==> src/rtl/series_sched.sv <==
// ----------------------------------------------------------------------------
// series_sched
//
// Issue scheduler for an iterative series evaluator built around an external,
// never-stalling pipeline of fixed latency. New operands enter at in_*,
// partially computed items come back on ret_*, and either re-enter the
// pipeline (recirculate) or complete into a small first-word-fall-through
// result FIFO drained through out_*.
//
// Ports
//   clk, rst            clock; asynchronous active-high reset
//   in_valid/in_ready   request handshake, in_x is the operand
//   issue_*             values driven into pipeline stage 0
//   ret_*               values leaving the last pipeline stage
//   out_valid/out_ready result handshake, out_sum/out_overflow = FIFO head
//   flush/flush_done    drain request / one-cycle completion pulse
//   busy                controller not idle
// ----------------------------------------------------------------------------
module series_sched #(
    parameter int unsigned PIPE_DEPTH = 4,
    parameter int unsigned FIFO_DEPTH = 4,
    parameter int unsigned MAX_ITER   = 7
) (
    input  logic        clk,
    input  logic        rst,

    input  logic        in_valid,
    output logic        in_ready,
    input  logic [31:0] in_x,

    output logic        issue_valid,
    output logic [31:0] issue_x,
    output logic [31:0] issue_num,
    output logic [31:0] issue_sum,
    output logic [2:0]  issue_i,
    output logic        issue_flag_next,

    input  logic        ret_valid,
    input  logic [31:0] ret_x,
    input  logic [31:0] ret_num,
    input  logic [31:0] ret_sum,
    input  logic        ret_overflow,
    input  logic [2:0]  ret_i,
    input  logic        ret_flag_next,

    output logic        out_valid,
    input  logic        out_ready,
    output logic [31:0] out_sum,
    output logic        out_overflow,

    input  logic        flush,
    output logic        flush_done,
    output logic        busy
);

    localparam int unsigned CW = $clog2(FIFO_DEPTH) + 1;
    localparam int unsigned PW = (FIFO_DEPTH > 1) ? $clog2(FIFO_DEPTH) : 1;
    localparam logic [31:0] ONE_Q16 = 32'h0001_0000;
    localparam logic [2:0]  MAX_I   = 3'(MAX_ITER);

    typedef enum logic [1:0] {
        ST_IDLE  = 2'd0,
        ST_RUN   = 2'd1,
        ST_DRAIN = 2'd2
    } state_t;

    state_t          state_q, state_d;
    logic [CW-1:0]   inflight_q, inflight_d;
    logic [CW-1:0]   fifo_count_q, fifo_count_d;
    logic [PW-1:0]   wr_ptr_q, wr_ptr_d;
    logic [PW-1:0]   rd_ptr_q, rd_ptr_d;

    // Entry layout: {sum, overflow}
    logic [32:0]     fifo_mem [FIFO_DEPTH];
    logic [32:0]     fifo_head;

    logic            active;
    logic            below_cap;
    logic            ret_recirc;
    logic            ret_done;
    logic            has_room;
    logic            accept;
    logic            push;
    logic            pop;
    logic            drained;

    // The scheduler never counts pipeline cycles itself: admission control
    // bounds the number of items in the system, so the latency is purely a
    // property of the external pipeline and only documents the contract.
    logic            unused_pipe_depth;
    assign unused_pipe_depth = (PIPE_DEPTH == 0);

    function automatic logic [PW-1:0] ptr_inc(input logic [PW-1:0] p);
        return (p == PW'(FIFO_DEPTH - 1)) ? '0 : p + PW'(1);
    endfunction

    // Returns are only honoured while the controller is active, so stale
    // pipeline contents surfacing after a reset are dropped.
    assign active     = (state_q != ST_IDLE);
    assign below_cap  = (ret_i < MAX_I);
    assign ret_recirc = active && ret_valid && ret_flag_next && below_cap;
    assign ret_done   = active && ret_valid && !(ret_flag_next && below_cap);

    assign has_room = ((CW+1)'(inflight_q) + (CW+1)'(fifo_count_q)) < (CW+1)'(FIFO_DEPTH);

    // A flush request closes the input in the same cycle it is raised.
    assign in_ready = (state_q == ST_RUN) && !flush && !ret_recirc && has_room;
    assign accept   = in_valid && in_ready;

    assign out_valid = (fifo_count_q != '0);
    assign push      = ret_done;
    assign pop       = out_valid && out_ready;
    assign drained   = (inflight_q == '0) && (fifo_count_q == '0);

    // Issue mux: a recirculating item always wins the pipeline slot.
    always_comb begin
        issue_valid     = ret_recirc || accept;
        issue_flag_next = 1'b1;
        if (ret_recirc) begin
            issue_x   = ret_x;
            issue_num = ret_num;
            issue_sum = ret_sum;
            issue_i   = ret_i;
        end else begin
            issue_x   = in_x;
            issue_num = ONE_Q16;
            issue_sum = ONE_Q16;
            issue_i   = 3'd0;
        end
    end

    // Controller next state and pulse outputs
    always_comb begin
        state_d    = state_q;
        flush_done = 1'b0;
        busy       = (state_q != ST_IDLE);
        unique case (state_q)
            ST_IDLE: begin
                if (in_valid) state_d = ST_RUN;
            end
            ST_RUN: begin
                if (flush)                     state_d = ST_DRAIN;
                else if (drained && !in_valid) state_d = ST_IDLE;
            end
            ST_DRAIN: begin
                if (drained) begin
                    state_d    = ST_IDLE;
                    flush_done = 1'b1;
                end
            end
            default: state_d = ST_IDLE;
        endcase
    end

    // Occupancy counters and FIFO pointers
    always_comb begin
        inflight_d   = inflight_q;
        fifo_count_d = fifo_count_q;
        wr_ptr_d     = wr_ptr_q;
        rd_ptr_d     = rd_ptr_q;

        if (accept && !ret_done)      inflight_d = inflight_q + CW'(1);
        else if (!accept && ret_done) inflight_d = inflight_q - CW'(1);

        if (push && !pop)      fifo_count_d = fifo_count_q + CW'(1);
        else if (!push && pop) fifo_count_d = fifo_count_q - CW'(1);

        if (push) wr_ptr_d = ptr_inc(wr_ptr_q);
        if (pop)  rd_ptr_d = ptr_inc(rd_ptr_q);
    end

    always_ff @(posedge clk or posedge rst) begin
        if (rst) begin
            state_q      <= ST_IDLE;
            inflight_q   <= '0;
            fifo_count_q <= '0;
            wr_ptr_q     <= '0;
            rd_ptr_q     <= '0;
        end else begin
            state_q      <= state_d;
            inflight_q   <= inflight_d;
            fifo_count_q <= fifo_count_d;
            wr_ptr_q     <= wr_ptr_d;
            rd_ptr_q     <= rd_ptr_d;
        end
    end

    // Result storage needs no reset: entries are only visible while counted.
    // A done item that still requested another iteration was cut off by the
    // iteration cap, so it is flagged as overflowed.
    always_ff @(posedge clk) begin
        if (push) fifo_mem[wr_ptr_q] <= {ret_sum, ret_overflow | ret_flag_next};
    end

    assign fifo_head    = fifo_mem[rd_ptr_q];
    assign out_sum      = out_valid ? fifo_head[32:1] : 32'h0;
    assign out_overflow = out_valid && fifo_head[0];

endmodule

==> config.mk <==
export PLATFORM = sky130hd
export DESIGN_NAME = series_sched
export DESIGN_NICKNAME = d
export VERILOG_FILES = /design/src/rtl/series_sched.sv
export SDC_FILE = /design/constraint.sdc
export NUM_CORES = 1
export LEC_CHECK = 0
export BUFFER_PORTS_ARGS = -buffer_cell sky130_fd_sc_hd__buf_4
export CAP_MARGIN = 10
export CORE_UTILIZATION = 52
export DETAILED_ROUTE_END_ITERATION = 16
export GPL_TIMING_DRIVEN = 0
export PLACE_DENSITY = 0.95
export SYNTH_ARGS = -nofsm -noshare
export SYNTH_HDL_FRONTEND = slang
export SYNTH_SLANG_ARGS = --single-unit
==> constraint.sdc <==
create_clock -name clk -period 5.4 [get_ports clk]
set_input_delay 1.08 -clock clk [delete_from_list [all_inputs] [get_ports clk]]
set_output_delay 1.08 -clock clk [all_outputs]
set_load 0.01 [all_outputs]
* Yosys cells after proc, flatten, opt, wreduce, memory -nomap -nowiden
Memories as Yosys holds them, arrays and structs flattened.
Index checks and enable logic that the tools add are counted.
** Word-level totals
- Bits in registers :: 12
- RAM bits :: 132
- Logic and storage cells :: 76
- Memories :: 1
** Cells by class
- $add $sub $neg :: 7
- Magnitude comparators :: 2
- Eq/ne operators :: 7
- Muxes and demuxes :: 20
- Bitwise logic cells :: 1
- Reduce and logical (&&, ||, !) cells :: 33
** Memories
- fifo_mem :: depth 4, bits a word 33, read ports 1, clocked after Yosys merged registers in 0, wr ports 1, line 74 : logic [32:0] fifo_mem [FIFO_DEPTH];
** Operator list (number)
- $mux W32 :: 4
- $logic_and A1 B1 Y1 :: 17
- $mux W3 :: 5
- $mux W2 :: 6
- $logic_not A1 Y1 :: 7
- $add A3 B1 Y3 const B :: 2
- $eq A2 B2 Y1 const B :: 3
- $logic_not A3 Y1 :: 2
- $pmux W2 S3 :: 1
- $reduce_bool A2 Y1 :: 3
- $sub A3 B1 Y3 const B :: 2
- $add A2 B1 Y2 const B :: 2
- $add A3 B3 Y4 :: 1
- $lt A4 B3 Y1 const B :: 1
- $mux W1 :: 4
- $ne A2 B2 Y1 const B :: 2
- $lt A3 B3 Y1 const B :: 1
- $ne A3 B2 Y1 const B :: 1
- $reduce_and A3 Y1 :: 1
- $reduce_bool A3 Y1 :: 1
- $eq A2 B1 Y1 const B :: 1
- $logic_not A2 Y1 :: 1
- $logic_or A1 B1 Y1 :: 1
- $or A1 B1 Y1 :: 1

* Longest topological paths before layout
- Word-level depth :: 12
- Gate-level depth with buffers :: 11

* Worst setup path after synthesis
Ideal clock, no wire load.
- Kind :: input port to output port
- Start :: input ret_i[1]
- End :: output issue_x[21]
- Arrival time :: 2012 ps
- Data required time :: 4320 ps
- Slack :: 2308 ps
- Stages :: 5
- Path buffers :: 2
- Path through :: nand3_1 and4_4 buf_6 buf_6 mux2_4
** On the way
- Word-level cells in the longest chain between the ends :: 3
** Ends and longest elaborated chain
- start: declaration :: line 43 : input logic [2:0] ret_i,
- $lt A3 B3 Y1 :: line 100 : assign below_cap = (ret_i < MAX_I);
- $logic_and A1 B1 Y1 :: line 101 : assign ret_recirc = active && ret_valid && ret_flag_next && below_cap;
- $mux W32 :: line 119 : if (ret_recirc) begin
- end: declaration :: line 32 : output logic [31:0] issue_x,
No other way between the ends.

* Final worst setup path
- Start :: input ret_i[1]
- End :: output issue_sum[13]
** On the way
- Word-level cells in the longest chain between the ends :: 3
** Ends and longest elaborated chain
- $lt A3 B3 Y1 :: line 100
- $logic_and A1 B1 Y1 :: line 101
- $mux W32 :: line 119
- end: declaration :: line 34 : output logic [31:0] issue_sum,
No other way between the ends.

==> summary.txt <==
Pwr
  • Leak pwr: 3.916 nW
  • Power Density: 455.2 mW/mm²
  • VDD IR max: 0.0002713 V

Hold path
  • Hold crit path type: flip-flop to flip-flop
  • Hold Startpoint: inflight_q[2]
  • WHS Endpoint: inflight_q[2]
  • Hold Path Depth: 1

Logic synthesis
  • Synth Warn #: 0
  • Synth Area in XOR/XNOR: 0.007916
  • Synth Area in Compound Gates: 0.005654
  • Yosys reg bits: 144
  • Syn avg cell area: 16.76 µm²
  • Fraction of the mapped netlist area in adder cells: 0.02299
  • Largest family of logic cells by synthesized area: multiplexers
  • Simple-gate share of the synthesized area: 0.1150
  • Seq/Total Area, Yosys: 0.6423
  • Synth area leader: edfxtp_1
  • Number of synthesized flops with an enable pin: between 100 and 150
  • Syn Nets: ~550
  • Yosys cell types: 30
  • Async SR Flop Fraction: 0.08333
  • Mapped Area: about 0.0066 mm²
  • Ys flop type: edfxtp_1
  • Synth top area cells: edfxtp_1 60%, mux4_2 11%, and2_1 9.6%
  • Synth top area share: 0.5971
  • Mapped Cells: between 300 and 400
  • Mux cell area share after synthesis: 0.1821

Clock network
  • Post-CTS Resized: 0
  • H-tree depth: 4
  • Worst-path clk slew: 60 ps
  • Bufs on Longest Clock Path: 2
  • Clock sink count: 144
  • Post-CTS Setup Repair Bufs: 0
  • CTS Hold Bufs: 0
  • Worst skew pair latency: about 400 ps
  • CTS Buf Count: 17
  • Root Driver: clkbuf_16
  • TritonCTS clock tree: yes

STA
  • Slew @ Worst Pin: between 900 and 1000 ps
  • Slew Limit Fails: 0
  • RSZ-0062 raised after global routing: no
  • Final Setup Violations: 0
  • Fin crit period: ~3600 ps
  • Final Cycle Share: 0.6655
  • Final-report hold violation count: 0
  • WHS: 517.4 ps
  • Fmax: approximately 280 MHz
  • Max-slew headroom: 0.3823
  • Clock Skew: 9.327 ps
  • Setup_tns: 0 ps

Detailed routing
  • Routed Antenna Nets: 0
  • Drt wl/cell: 20.59 µm
  • Number of remaining DRC errors: 0
  • Via count: around 4600
  • DRT iter0 DRCs: 263
  • Final WL: 17920 µm
  • Vias per cell: 5.286
  • Drt pass-1 iters: 4

Floorplanning
  • Rows: 40
  • Die Y-Extent: 115.0 µm
  • I/O pin count: 277
  • Die W: ~110 µm
  • Initial Util: 0.5436
  • Core area: between 0.01 and 0.015 mm²
  • Die area: 0.01322 mm²

Worst setup path
  • Reg2reg path depth: 11
  • Startpoint Class: input pin
  • Data required, critical path: 4320 ps
  • CP endpoint kind: output port
  • Crit Path Class: input pin to output port
  • Reg-to-Reg End: inflight_q[2]
  • Crit path DAT: 2510 ps
  • Max Fanout on Critical Path: 10
  • FF-to-FF Start: state_q[0]
  • R2r setup slk: roughly 2700 ps

GRT
  • Tot GR Track Use: 0.2740
  • Initial antenna violation count: 1
  • First-pass GRT wire length: ~26000 µm
  • Pin count of the biggest net entering global routing: 34
  • Vias in the first global route: 4868
  • Total gr overflow: 0

Final layout
  • Final net count: 840
  • Share of cells above drive strength 1: 0.5598
  • Filler cells: 740
  • Design area: 0.009535 mm²
  • Syn-to-layout area delta: 43.63%
  • # diodes: 0

Placement
  • Gp weighted congestion: 0.9117
  • Dpl hpwl: 12890 µm
  • Port-buffer cells: around 280
  • DP Area: 0.008919 mm²

Run
  • Max Cap Viol: 0

Outcome
  • Outcome: completed
## worst max-delay path, cell delays in order
cell and delay (ps):
buf_4 130, nand3_1 110, and4_4 260, buf_6 160
clkbuf_1 420, and2_1 220, buf_4 120
## area by class of cell
class                           instances  area, µm²  share of cell area
Timing Repair Buffer                  275       2064              0.2165
Inverter                                8      30.03            0.003149
Buffer                                 24      126.4             0.01325
Multi-Input combinational cell        220       2223              0.2332
Sequential cell                       144       4264              0.4472
Clock buffer                           19      432.9             0.04540
Tap cell                              168      210.2             0.02204
Clock inverter                         12      183.9             0.01929
## metrics by stage
step | power [mW] | std cells | setup WS, ps | utilization
finish | 4.340 | 870 | 1806 | 0.7808
global route | 4.529 | 870 | 1714 | 0.7808
CTS | 4.368 | 870 | 1799 | 0.7808
detailed placement | 3.141 | 839 | 1809 | 0.7303
global placement | 3.059 | 839 | 1828 | 0.7299
floorplan | 2.404 | 396 | 2308 | -
## routing by layer
metal	up-vias	wire length [µm]	GRT usage
met5	-	0	0
met4	0	216	0.08312
met3	20	1093	0.05904
met2	244	10140	0.5141
met1	2275	6463	0.3122
li1	2060	-	-
## flip-flops by register name, summed over array words and instances, names as in the netlist
name and flops:
rd_ptr_q 2, wr_ptr_q 2, fifo_mem 132, fifo_count_q 3, state_q 2, inflight_q 3
## how the worst max path moves through the flow
| stage | from | end |
|---|---|---|
| floorplan | ret_i[1] | issue_x[21] |
| global placement | ret_i[1] | issue_sum[28] |
| detailed placement | ret_i[1] | issue_sum[13] |
| CTS | ret_i[1] | issue_sum[13] |
| global route | ret_i[1] | issue_sum[4] |
| finish | ret_i[1] | issue_sum[13] |
## power breakdown
| group | switching [mW] | internal [mW] |
|---|---|---|
| clock | 0.440 | 0.775 |
| combinational | 0.782 | 0.892 |
| sequential | 0.0792 | 1.37 |
## cell usage after synthesis, types with 4 or more instances
| cell type | n |
|---|---|
| inv_1 | 8 |
| xor2_1 | 4 |
| dfrtp_1 | 12 |
| nor2_1 | 6 |
| edfxtp_1 | 132 |
| ha_1 | 9 |
| and2_1 | 102 |
| mux4_2 | 33 |
| mux2_4 | 10 |
| o21ai_0 | 4 |
| clkbuf_1 | 13 |
| buf_2 | 5 |
| buf_4 | 4 |
| mux2_2 | 28 |
## placed cells by master (no fill, tap or decap), types with 9 or more instances in the layout
cell type    n
and2_1      98
clkbuf_16   17
edfxtp_1   132
mux2_4      10
buf_4      279
dfrtp_1     12
clkbuf_1    15
mux2_2      28
mux4_2      33
ha_1         9
## logic make-up (layout without fill, tap and decap cells)
family | Yosys count | count (layout)
other cells | 1 | 1
xor+xnor | 6 | 6
buf+inv | 32 | 338
compound gates | 6 | 6
flops | 144 | 144
fa+ha+maj | 11 | 11
mux | 71 | 71
simple gates | 125 | 125
Note: power is estimated with default switching activity, not from simulation.
